## config.mk

```make
export PLATFORM = sky130hd
export DESIGN_NAME = date_counter
export DESIGN_NICKNAME = d
export VERILOG_FILES = /design/src/rtl/date_counter.sv
export SDC_FILE = /design/constraint.sdc
export NUM_CORES = 1
export LEC_CHECK = 0
export BUFFER_PORTS_ARGS = -buffer_cell sky130_fd_sc_hd__buf_2
export CORE_AREA = 2 2 68 86
export CTS_CLUSTER_DIAMETER = 40
export DETAILED_ROUTE_END_ITERATION = 7
export DIE_AREA = 0 0 70 88
export PLACE_DENSITY_LB_ADDON = 0.25
export SYNTH_ARGS = -nofsm -noshare
export SYNTH_HDL_FRONTEND = slang
export SYNTH_SLANG_ARGS = --single-unit
```

## constraint.sdc

```tcl
create_clock -name CLK -period 2.6 [get_ports CLK]
set_clock_uncertainty 0.1 [all_clocks]
set_input_delay 0.52 -clock CLK [delete_from_list [all_inputs] [get_ports CLK]]
set_output_delay 0.52 -clock CLK [all_outputs]
set_load 0.03 [all_outputs]
```

## src/rtl/date_counter.sv

```systemverilog
// rtl/date_counter.sv - running BCD-year calendar register with set-mode load and clamping
module date_counter #(
  parameter logic [3:0] MODE_DATE_SET = 4'b0011
) (
  input  logic       CLK,
  input  logic       RESET,
  input  logic [3:0] MODE,
  input  logic       DAY_TICK,
  input  logic [3:0] SET_YEAR1000,
  input  logic [3:0] SET_YEAR100,
  input  logic [3:0] SET_YEAR10,
  input  logic [3:0] SET_YEAR1,
  input  logic [6:0] SET_MONTH,
  input  logic [6:0] SET_DAY,
  output logic [3:0] YEAR1000,
  output logic [3:0] YEAR100,
  output logic [3:0] YEAR10,
  output logic [3:0] YEAR1,
  output logic [6:0] MONTH,
  output logic [6:0] DAY,
  output logic       LEAP,
  output logic       YEAR_CARRY
);

  // A two-digit BCD value is a multiple of 4 when an even tens digit pairs with
  // units 0/4/8, or an odd tens digit pairs with units 2/6.
  function automatic logic div4_bcd(input logic [3:0] tens, input logic [3:0] units);
    if (tens[0]) return (units == 4'd2) || (units == 4'd6);
    return (units == 4'd0) || (units == 4'd4) || (units == 4'd8);
  endfunction

  function automatic logic leap_bcd(input logic [3:0] d3, input logic [3:0] d2,
                                    input logic [3:0] d1, input logic [3:0] d0);
    if ((d1 == 4'd0) && (d0 == 4'd0)) return div4_bcd(d3, d2);
    return div4_bcd(d1, d0);
  endfunction

  function automatic logic [6:0] month_len(input logic [6:0] m, input logic leap);
    case (m)
      7'd4, 7'd6, 7'd9, 7'd11: return 7'd30;
      7'd2:                    return leap ? 7'd29 : 7'd28;
      default:                 return 7'd31;
    endcase
  endfunction

  function automatic logic [3:0] clamp_digit(input logic [3:0] d);
    return (d > 4'd9) ? 4'd9 : d;
  endfunction

  logic       prev_set;
  logic       in_set, do_load, do_tick;
  logic [3:0] ld_y3, ld_y2, ld_y1, ld_y0;
  logic       ld_leap;
  logic [6:0] ld_month, ld_len, ld_day;
  logic [6:0] cur_len;
  logic [3:0] inc_y3, inc_y2, inc_y1, inc_y0;
  logic [3:0] nxt_y3, nxt_y2, nxt_y1, nxt_y0;
  logic [6:0] nxt_month, nxt_day;
  logic       nxt_carry, nxt_prev;

  assign in_set  = (MODE == MODE_DATE_SET);
  assign do_load = !in_set && prev_set;
  // A tick coinciding with the exit load is deliberately lost.
  assign do_tick = DAY_TICK && !in_set && !do_load;

  assign LEAP    = leap_bcd(YEAR1000, YEAR100, YEAR10, YEAR1);
  assign cur_len = month_len(MONTH, LEAP);

  assign ld_y3    = clamp_digit(SET_YEAR1000);
  assign ld_y2    = clamp_digit(SET_YEAR100);
  assign ld_y1    = clamp_digit(SET_YEAR10);
  assign ld_y0    = clamp_digit(SET_YEAR1);
  assign ld_leap  = leap_bcd(ld_y3, ld_y2, ld_y1, ld_y0);
  assign ld_month = (SET_MONTH == 7'd0) ? 7'd1 : ((SET_MONTH > 7'd12) ? 7'd12 : SET_MONTH);
  assign ld_len   = month_len(ld_month, ld_leap);
  assign ld_day   = (SET_DAY == 7'd0) ? 7'd1 : ((SET_DAY > ld_len) ? ld_len : SET_DAY);

  always_comb begin
    inc_y3 = YEAR1000;
    inc_y2 = YEAR100;
    inc_y1 = YEAR10;
    inc_y0 = YEAR1 + 4'd1;
    if (YEAR1 == 4'd9) begin
      inc_y0 = 4'd0;
      inc_y1 = YEAR10 + 4'd1;
      if (YEAR10 == 4'd9) begin
        inc_y1 = 4'd0;
        inc_y2 = YEAR100 + 4'd1;
        if (YEAR100 == 4'd9) begin
          inc_y2 = 4'd0;
          inc_y3 = (YEAR1000 == 4'd9) ? 4'd0 : YEAR1000 + 4'd1;
        end
      end
    end
  end

  always_comb begin
    nxt_y3    = YEAR1000;
    nxt_y2    = YEAR100;
    nxt_y1    = YEAR10;
    nxt_y0    = YEAR1;
    nxt_month = MONTH;
    nxt_day   = DAY;
    nxt_carry = 1'b0;
    nxt_prev  = in_set;
    if (do_load) begin
      nxt_y3    = ld_y3;
      nxt_y2    = ld_y2;
      nxt_y1    = ld_y1;
      nxt_y0    = ld_y0;
      nxt_month = ld_month;
      nxt_day   = ld_day;
    end else if (do_tick) begin
      if (DAY < cur_len) begin
        nxt_day = DAY + 7'd1;
      end else begin
        nxt_day = 7'd1;
        if (MONTH < 7'd12) begin
          nxt_month = MONTH + 7'd1;
        end else begin
          nxt_month = 7'd1;
          nxt_y3    = inc_y3;
          nxt_y2    = inc_y2;
          nxt_y1    = inc_y1;
          nxt_y0    = inc_y0;
          nxt_carry = 1'b1;
        end
      end
    end
  end

  always_ff @(posedge CLK or negedge RESET) begin
    if (!RESET) begin
      YEAR1000   <= 4'd2;
      YEAR100    <= 4'd0;
      YEAR10     <= 4'd2;
      YEAR1      <= 4'd0;
      MONTH      <= 7'd1;
      DAY        <= 7'd1;
      YEAR_CARRY <= 1'b0;
      prev_set   <= 1'b0;
    end else begin
      YEAR1000   <= nxt_y3;
      YEAR100    <= nxt_y2;
      YEAR10     <= nxt_y1;
      YEAR1      <= nxt_y0;
      MONTH      <= nxt_month;
      DAY        <= nxt_day;
      YEAR_CARRY <= nxt_carry;
      prev_set   <= nxt_prev;
    end
  end

endmodule

```

==> results of run 1 <==
[per-layer routing]
metal	track usage	up-vias
met5	0	-
met3	0.0495	27
met2	0.457	131
met1	0.297	1402
met4	0.115	0
li1	-	1410
[worst max-delay path, delay by kind of cell (launching register included)]
| family | cells | cell delay [ns] |
|---|---|---|
| buffers and inverters | 3 | 0.24 |
| DFF | 1 | 0.54 |
| AOI/OAI and AO/OA | 5 | 1.27 |
| and+or+nand+nor | 1 | 0.06 |
| adders and majority gates | 2 | 0.41 |
[kinds of logic (layout without fill, tap and decap cells)]
| group | Yosys count | after routing | share of synthesized area |
|---|---|---|---|
| DFF | 32 | 32 | 0.323 |
| AOI/OAI and AO/OA | 106 | 107 | 0.301 |
| muxes | 3 | 3 | 0.0126 |
| and+or+nand+nor | 119 | 119 | 0.256 |
| buffers and inverters | 35 | 163 | 0.0602 |
| xor gates and xnor gates | 2 | 2 | 0.00703 |
| adders and majority gates | 8 | 8 | 0.0402 |
[registers in the layout (all words and copies together) (netlist names)]
register	flops
YEAR10	4
prev_set	1
YEAR_CARRY	1
YEAR1000	4
YEAR100	4
DAY	7
MONTH	7
YEAR1	4
[layout make-up]
cell class | count | area [µm²] | area share
clock buffer | 6 | 82.6 | 0.0221
timing repair buffer | 136 | 897 | 0.240
clock inverter | 2 | 15.0 | 0.00402
tap | 64 | 80.1 | 0.0214
inverter | 19 | 71.3 | 0.0191
multi-input combinational | 239 | 1790 | 0.478
sequential | 32 | 806 | 0.216
[worst max-delay path by stage]
stage / start / end / slack, ns / cells past startpoint
floorplan: MONTH[0]$_DFFE_PN1P_ / YEAR1000[2]$_DFFE_PN0P_ / -0.22 / 11
global placement: SET_YEAR10[0] / DAY[1]$_DFFE_PN0P_ / -0.47 / 13
detailed placement: SET_YEAR10[0] / DAY[1]$_DFFE_PN0P_ / -0.56 / 13
CTS: SET_YEAR10[0] / DAY[1]$_DFFE_PN0P_ / -0.13 / 13
global route: MONTH[0]$_DFFE_PN1P_ / YEAR1[3]$_DFFE_PN0P_ / -0.20 / 11
finish: MONTH[0]$_DFFE_PN1P_ / YEAR1[3]$_DFFE_PN0P_ / -0.13 / 11
[power by group]
group          internal [W]  leakage (nW)  total (W)  switching [W]
Sequential         0.000689         0.396   0.000883       0.000194
Combinational       0.00106          1.29    0.00245        0.00139
Clock              0.000215        0.0434   0.000430       0.000215
[per-stage QoR]
step | TNS (ns) | cell area (µm²)
after floorplan | -3.41 | 2530
after global placement | -1.61 | 3270
after detailed placement | -1.97 | 3270
after CTS | -0.959 | 3570
after global routing | -2.56 | 3740
final | -1.17 | 3740
[synthesized netlist by cell type, drive strengths merged, types with 3 or more instances]
library cell / n / area, µm²
and3: 9 / 56.3
buf: 6 / 41.3
o32a: 3 / 30.0
clkbuf: 10 / 37.5
a2111oi: 3 / 40.0
a41oi: 3 / 26.3
a221oi: 4 / 35.0
o22a: 10 / 87.6
a211o: 3 / 26.3
or2: 3 / 18.8
nor4: 5 / 31.3
o22ai: 4 / 25.0
nor3: 9 / 45.0
a31oi: 8 / 50.1
a211oi: 3 / 27.5
dfrtp: 28 / 701
nand2b: 7 / 43.8
nand3b: 7 / 52.6
nor2: 31 / 119
and2: 7 / 43.8
or4: 4 / 33.8
nand2: 16 / 60.1
ha: 8 / 100
a21o: 3 / 22.5
nor2b: 3 / 18.8
a21oi: 26 / 130
inv: 19 / 71.3
a22oi: 5 / 37.5
o21ai: 18 / 90.1
nand3: 11 / 55.1
dfstp: 4 / 105
[timing repair]
item	4_1_cts	5_1_grt
setup buffers	7	7
pin swaps	15	14
hold buffers	0	0
setup endpoints to repair	21	23
gates resized for setup	27	22
gates cloned	1	0
==> results.rst, run 1 <==
.. list-table::
   :header-rows: 1

   * - Metric
     - Value
   * - Outcome
     - finished with violations
   * - Failing checks
     - setup timing
   * - Post-synthesis cell count
     - just over 300
   * - DR vias
     - approximately 3,000
   * - Final core utilization
     - 0.701
   * - Critical-path top delay cell
     - sky130_fd_sc_hd__dfstp_2
   * - DRC violations left
     - 0
   * - Routability cong.
     - 0.817
   * - Via count of the first global-routing pass
     - 2,778
   * - Worst EP arrival
     - ~2.8 ns
   * - Nature of the critical path startpoint
     - flip-flop
   * - Type of destination of the critical path
     - flip-flop
   * - Worst Tran Pin Value
     - between 0.7 and 0.8 ns
   * - Number of nets produced by synthesis
     - between 300 and 400
   * - Buffer type at the clock tree root
     - sky130_fd_sc_hd__clkbuf_8
   * - Start of the worst register-to-register path
     - MONTH[0]$_DFFE_PN1P_
   * - Unrepaired setup endpoints after global routing
     - yes
   * - Number of DRC markers after the initial detailed-route iteration
     - 260
   * - Sum of routed wire length over all layers
     - between 8000 and 9000 µm
   * - Top library cells by usage in the layout, fill and taps aside
     - sky130_fd_sc_hd__buf_2, sky130_fd_sc_hd__buf_4, sky130_fd_sc_hd__nor2_1
   * - Dominant synthesized flop cell
     - sky130_fd_sc_hd__dfrtp_1
   * - Fill cell count
     - a little under 400
   * - Initial antenna violation count
     - 0
   * - Number of distinct standard cells referenced by the synthesized netlist
     - 56
   * - TritonCTS clock tree
     - yes
   * - Maximum fanout encountered on the critical timing path
     - 7
   * - Number of max-slew violations in the final report
     - 0
   * - Min Hold Slack
     - 0.179 ns
   * - Data required time of the worst path
     - around 2.7 ns
   * - Share of post-route cells with drive strength above 1
     - 0.431
   * - Detailed-routed wire length on met2
     - between 4000 and 5000 µm
   * - Die extent in x
     - about 70 µm
   * - Share of async-settable or async-resettable flops after synthesis
     - 1.00
   * - Length of the first detailed-routing pass in iterations
     - 7
   * - Starting density of the core
     - 0.468
   * - Leakage power
     - 1.73 nW
   * - Number of enable-type register cells in the synthesized netlist
     - 0
   * - Critical path cell sequence
     - inv_2, ha_4, nand3_4, inv_2, ha_4, o2111a_1, o211ai_1, a2111o_1, o211a_4, buf_6, o41ai_4
   * - Final Hold Fails
     - 0
   * - Met3 Routed Length
     - about 440 µm
   * - Netlist area before placement
     - roughly 2500 µm²
   * - # H-tree levels
     - 2
   * - Net count reported at finish
     - between 400 and 500
   * - Max_cap viols
     - 0
   * - Port bufs
     - just under 70
   * - Maximum achievable frequency
     - 366 MHz
   * - Placed Cells
     - roughly 480
   * - Length of routed wiring on met1
     - between 3000 and 4000 µm
   * - Synth Register Bits
     - 32
   * - Remaining max-slew budget at the tightest pin
     - 0.504
   * - Maximum number of pins on one net before global-route repair
     - 33
   * - FF-to-FF setup slack
     - -0.13 ns
   * - Antenna Violating Nets Remaining
     - 0
   * - Number of antenna cells inserted
     - 0
   * - Start-to-end type of the worst setup path
     - reg -> reg
   * - Share of the clock period used by the worst path
     - 1.05
   * - Via density per instance
     - between 5 and 6
   * - Floorplan die area
     - about 6000 µm²
   * - Clock Path Buffers
     - 2
   * - Dpl hpwl
     - approximately 5400 µm
   * - Global-route wire length before repair
     - between 10,000 and 15,000 µm
   * - GRT Residual Overflow
     - 0
   * - Mean instance size in the synthesized netlist
     - 8.17 µm²
   * - Area growth from synthesis to layout
     - 49.9%
   * - Ports
     - just under 70
   * - Syn. warnings
     - 0
   * - Sequential cell area fraction in the yosys report
     - 0.323
   * - Dpl ws
     - -0.562 ns
   * - Number of cells in the finished layout apart from fillers
     - 498
   * - Power per standard cell area
     - just over 1000 nW/µm²
   * - Routed len/inst
     - 16.2 µm
   * - Endpoint of the lowest-slack register-to-register path
     - YEAR1[3]$_DFFE_PN0P_
   * - Maximum single-stage delay on the critical path
     - 0.54 ns
   * - Insertion delay to the later sink of the worst-skew pair
     - around 0.30 ns
   * - Logic depth of the worst register-to-register path
     - 11
   * - Gr usage total
     - 0.255
   * - Shortest clock period the worst path allows after layout
     - ~2.7 ns
   * - Highest metal used
     - met4
   * - Final critical-path setup slack
     - -0.133 ns
   * - Pwr Total
     - between 0.003 and 0.004 W
   * - IR Drop Worst-Case VDD
     - ~0.65 mV
   * - Num CTS Buffers
     - 5
   * - Clock slew at reported path FFs
     - ~0.080 ns
   * - Sinks on Clock Net
     - 32
   * - Final count of negative-setup-slack endpoints
     - 16
   * - Path class of the lowest-slack min-delay path
     - in -> async
   * - Number of cell rows
     - 30
   * - Leading cell type in the layout, fill and taps excluded
     - sky130_fd_sc_hd__buf_2
   * - Vert. Die Dim
     - ~88 µm
   * - Core region area
     - around 5300 µm²
(Power assumes the default switching activity.)
==> run 2: changes to the inputs <==
- CORE_AREA: 2 2 68 86 -> 5 5 71 89
- DIE_AREA: 0 0 70 88 -> 0 0 76 94
- SLEW_MARGIN: unset -> 20
==> run 2 against run 1 <==
The run still ends with setup timing left. Worst hold slack better by 0.029 ns. Critical path depth is the same. Die area increased by 16%. Wire length is 2.8% higher. First-iteration DRC count shrank 15%. Final cell count is 0.60% lower. Sequential power is 0.5% lower. Count of clock-buffer cells in the layout unchanged. Total power fell by 0.64%. Clock power is 3% lower. Non-clock buffer count down 5. Critical path type unchanged. Critical endpoint is now YEAR1[1]$_DFFE_PN0P_. Highest routed layer unchanged.
==> results.rst, run 2 (same netlist as run 1, synthesis figures left out) <==
.. list-table::
   :header-rows: 1

   * - Metric
     - Value
   * - Buffer type at the clock tree root
     - sky130_fd_sc_hd__clkbuf_8
   * - Floorplan die area
     - 7140 µm² (+16%)
   * - Regs by FF count
     - DAY: 7 flops, MONTH: 7 flops
   * - Share of the clock period used by the worst path
     - 1.08 (+0.0294)
   * - DR vias
     - 3,006 (+1.2%)
   * - Number of max-slew violations in the final report
     - 0 (unchanged)
   * - Core region area
     - 5370 µm² (+0.70%)
   * - Min Hold Slack
     - 0.207 ns (+0.0289 ns)
   * - Failing checks
     - setup timing
   * - Fill cell count
     - 414 (+4.5%)
   * - Power per standard cell area
     - 1000 nW/µm² (-0.40%)
   * - Gr usage total
     - 0.219 (-0.0367)
   * - # H-tree levels
     - 2 (unchanged)
   * - Port bufs
     - 68 (unchanged)
   * - Critical-path top delay cell
     - sky130_fd_sc_hd__dfstp_2
   * - IR Drop Worst-Case VDD
     - 0.640 mV (-2.0%)
   * - Routed len/inst
     - 16.7 µm (+3.4%)
   * - Clock group share of total power
     - 0.111 (-0.003)
   * - Critical path cell sequence
     - inv_2, ha_4, nand3_4, inv_2, ha_4, o2111a_1, o211ai_1, a2111o_1, o211a_4, nor2_4, mux2_4
   * - Final Hold Fails
     - 0 (unchanged)
   * - Final critical-path setup slack
     - -0.210 ns (-0.0763 ns)
   * - Endpoint of the lowest-slack register-to-register path
     - YEAR1[1]$_DFFE_PN0P_
   * - Starting density of the core
     - 0.464 (-0.00327)
   * - Clock slew at reported path FFs
     - 0.08 ns (about the same)
   * - Dpl ws
     - -0.593 ns (-0.0312 ns)
   * - Antenna Violating Nets Remaining
     - 0 (unchanged)
   * - Placed Cells
     - 473 (-0.42%)
   * - Die extent in x
     - 76 µm (+8.6%)
   * - Via count of the first global-routing pass
     - 2,817 (+1.4%)
   * - Maximum achievable frequency
     - 356 MHz (-2.7%)
   * - Via density per instance
     - 6.07 (+1.8%)
   * - Final count of negative-setup-slack endpoints
     - 21 (+5)
   * - Number of cells in the finished layout apart from fillers
     - 495 (-0.60%)
   * - Clock Path Buffers
     - 2 (unchanged)
   * - Top library cells by usage in the layout, fill and taps aside
     - sky130_fd_sc_hd__buf_2, sky130_fd_sc_hd__buf_4, sky130_fd_sc_hd__dfrtp_1, sky130_fd_sc_hd__nor2_1, sky130_fd_sc_hd__a21oi_1
   * - Leakage power
     - 1.71 nW (-0.65%)
   * - Num CTS Buffers
     - 5 (unchanged)
   * - Share of post-route cells with drive strength above 1
     - 0.427 (-0.00396)
   * - Sum of routed wire length over all layers
     - 8280 µm (+2.8%)
   * - TritonCTS clock tree
     - yes
   * - Area growth from synthesis to layout
     - 49.6%
   * - Number of cell rows
     - 30 (unchanged)
   * - Net count reported at finish
     - 475 (-0.63%)
   * - GRT Residual Overflow
     - 0 (unchanged)
   * - Remaining max-slew budget at the tightest pin
     - 0.413 (-0.0911)
   * - Net switching share of the total power
     - 0.482 (+0.00413)
   * - Nature of the critical path startpoint
     - flip-flop
   * - Gate power share
     - 0.654 (+0.003)
   * - DRC violations left
     - 0 (unchanged)
   * - Data required time of the worst path
     - 2.68 ns (about the same)
   * - Max_cap viols
     - 0 (unchanged)
   * - Vert. Die Dim
     - 94 µm (+6.8%)
   * - Length of the first detailed-routing pass in iterations
     - 5 (-2)
   * - Detailed-routed wire length on met2
     - 4270 µm (+6.4%)
   * - Placed cell areas
     - 3260 µm² (-0.46%)
   * - Length of routed wiring on met1
     - 3230 µm (-3.5%)
   * - Sequential cell fraction of total power
     - 0.235 (about the same)
   * - Number of antenna cells inserted
     - 0 (unchanged)
   * - Routability cong.
     - 0.825 (+0.98%)
   * - Path class of the lowest-slack min-delay path
     - in -> async
   * - Sinks on Clock Net
     - 32 (unchanged)
   * - Start of the worst register-to-register path
     - MONTH[0]$_DFFE_PN1P_
   * - Shortest clock period the worst path allows after layout
     - 2.81 ns (+0.0763 ns)
   * - Initial antenna violation count
     - 0 (unchanged)
   * - Met3 Routed Length
     - 563 µm (+29%)
   * - Layout Cell Area excl Fill
     - 3730 µm² (-0.23%)
   * - Maximum fanout encountered on the critical timing path
     - 5 (-2)
   * - Final core utilization
     - 0.695 (-0.00653)
   * - Worst Tran Pin Value
     - 0.880 ns (+0.137 ns)
   * - Maximum number of pins on one net before global-route repair
     - 33 (unchanged)
   * - Global-route wire length before repair
     - 13,000 µm (+2.5%)
   * - Maximum single-stage delay on the critical path
     - 0.54 ns (about the same)
   * - Dpl hpwl
     - 5630 µm (+3.4%)
   * - Internal
     - 0.00194 W (-1.4%)
   * - Highest metal used
     - met4
   * - Leading cell type in the layout, fill and taps excluded
     - sky130_fd_sc_hd__buf_2
   * - FF-to-FF setup slack
     - -0.21 ns (-0.08 ns)
   * - Worst EP arrival
     - 2.89 ns (+0.06 ns)
   * - Type of destination of the critical path
     - flip-flop
   * - Unrepaired setup endpoints after global routing
     - yes
   * - Number of DRC markers after the initial detailed-route iteration
     - 222 (-15%)
   * - Ports
     - 69 (unchanged)
   * - P_sw
     - 0.00180 W (+0.22%)
   * - Outcome
     - finished with violations
   * - Insertion delay to the later sink of the worst-skew pair
     - 0.29 ns (about the same)
   * - Logic depth of the worst register-to-register path
     - 11 (unchanged)
   * - Start-to-end type of the worst setup path
     - reg -> reg
-- run 2: cell types whose count changed in the layout (fill, tap and decap cells not counted), sizes merged --
cell      before  now
clkinvlp       2    0
clkinv         0    2
o211a          2    4
buf          136  131
-- run 2: worst max path at each step --
stage                    startpoint                      end  slack, ns  cells past startpoint
2_1_floorplan  MONTH[0]$_DFFE_PN1P_  YEAR1000[2]$_DFFE_PN0P_      -0.22                     11
3_3_place_gp          SET_YEAR10[0]       DAY[1]$_DFFE_PN0P_      -0.49                     13
3_5_place_dp          SET_YEAR10[0]       DAY[1]$_DFFE_PN0P_      -0.59                     13
4_1_cts        MONTH[0]$_DFFE_PN1P_     YEAR1[1]$_DFFE_PN0P_      -0.15                     11
5_1_grt               SET_YEAR10[0]       DAY[0]$_DFFE_PN1P_      -0.29                     13
6_report       MONTH[0]$_DFFE_PN1P_     YEAR1[1]$_DFFE_PN0P_      -0.21                     11
-- run 2: final cells by class --
type                    count  area (µm²)  area share
clock inverters             2        10.0     0.00268
flip-flops and latches     32         806       0.216
clock buffers               6        82.6      0.0221
inverters                  19        71.3      0.0191
repair buffers            131         847       0.227
multi-input cells         241        1830       0.491
well taps                  64        80.1      0.0215
-- run 2: stage by stage --
stage                     power (W)  TNS, ns
after CTS                   0.00351   -0.874
after global placement      0.00284    -1.82
after floorplan             0.00218    -3.41
after global routing        0.00396    -4.55
after detailed placement    0.00288    -2.68
final                       0.00374    -2.81
-- run 2: layer usage --
layer,up-vias,global-route usage
li1,1408,-
met1,1424,0.249
met2,142,0.384
met3,32,0.0480
met4,0,0.105
met5,-,0
-- run 2: power groups by stage --
stage               Clock, W  Sequential, W  Combinational (W)
floorplan                  0        0.00124           0.000941
global placement           0       0.000862            0.00198
detailed placement         0       0.000870            0.00201
CTS                 0.000413       0.000871            0.00222
global route        0.000437       0.000903            0.00262
finish              0.000416       0.000879            0.00244
-- run 2: what timing repair did --
action                     4_1_cts  5_1_grt
buffers inserted                 5        7
gates cloned                     2        1
setup endpoints to repair       23       27
pin swaps                       10       13
resized for setup               27       24
hold buffers                     0        0
-- run 2: worst max-delay path, delay by kind of cell, from the launching register on --
| kind | cells | cell delay (ns) |
|---|---|---|
| mux | 1 | 0.31 |
| flops | 1 | 0.54 |
| fa+ha+maj | 2 | 0.41 |
| compound gates | 4 | 1.07 |
| buf+inv | 2 | 0.10 |
| simple gates | 2 | 0.18 |
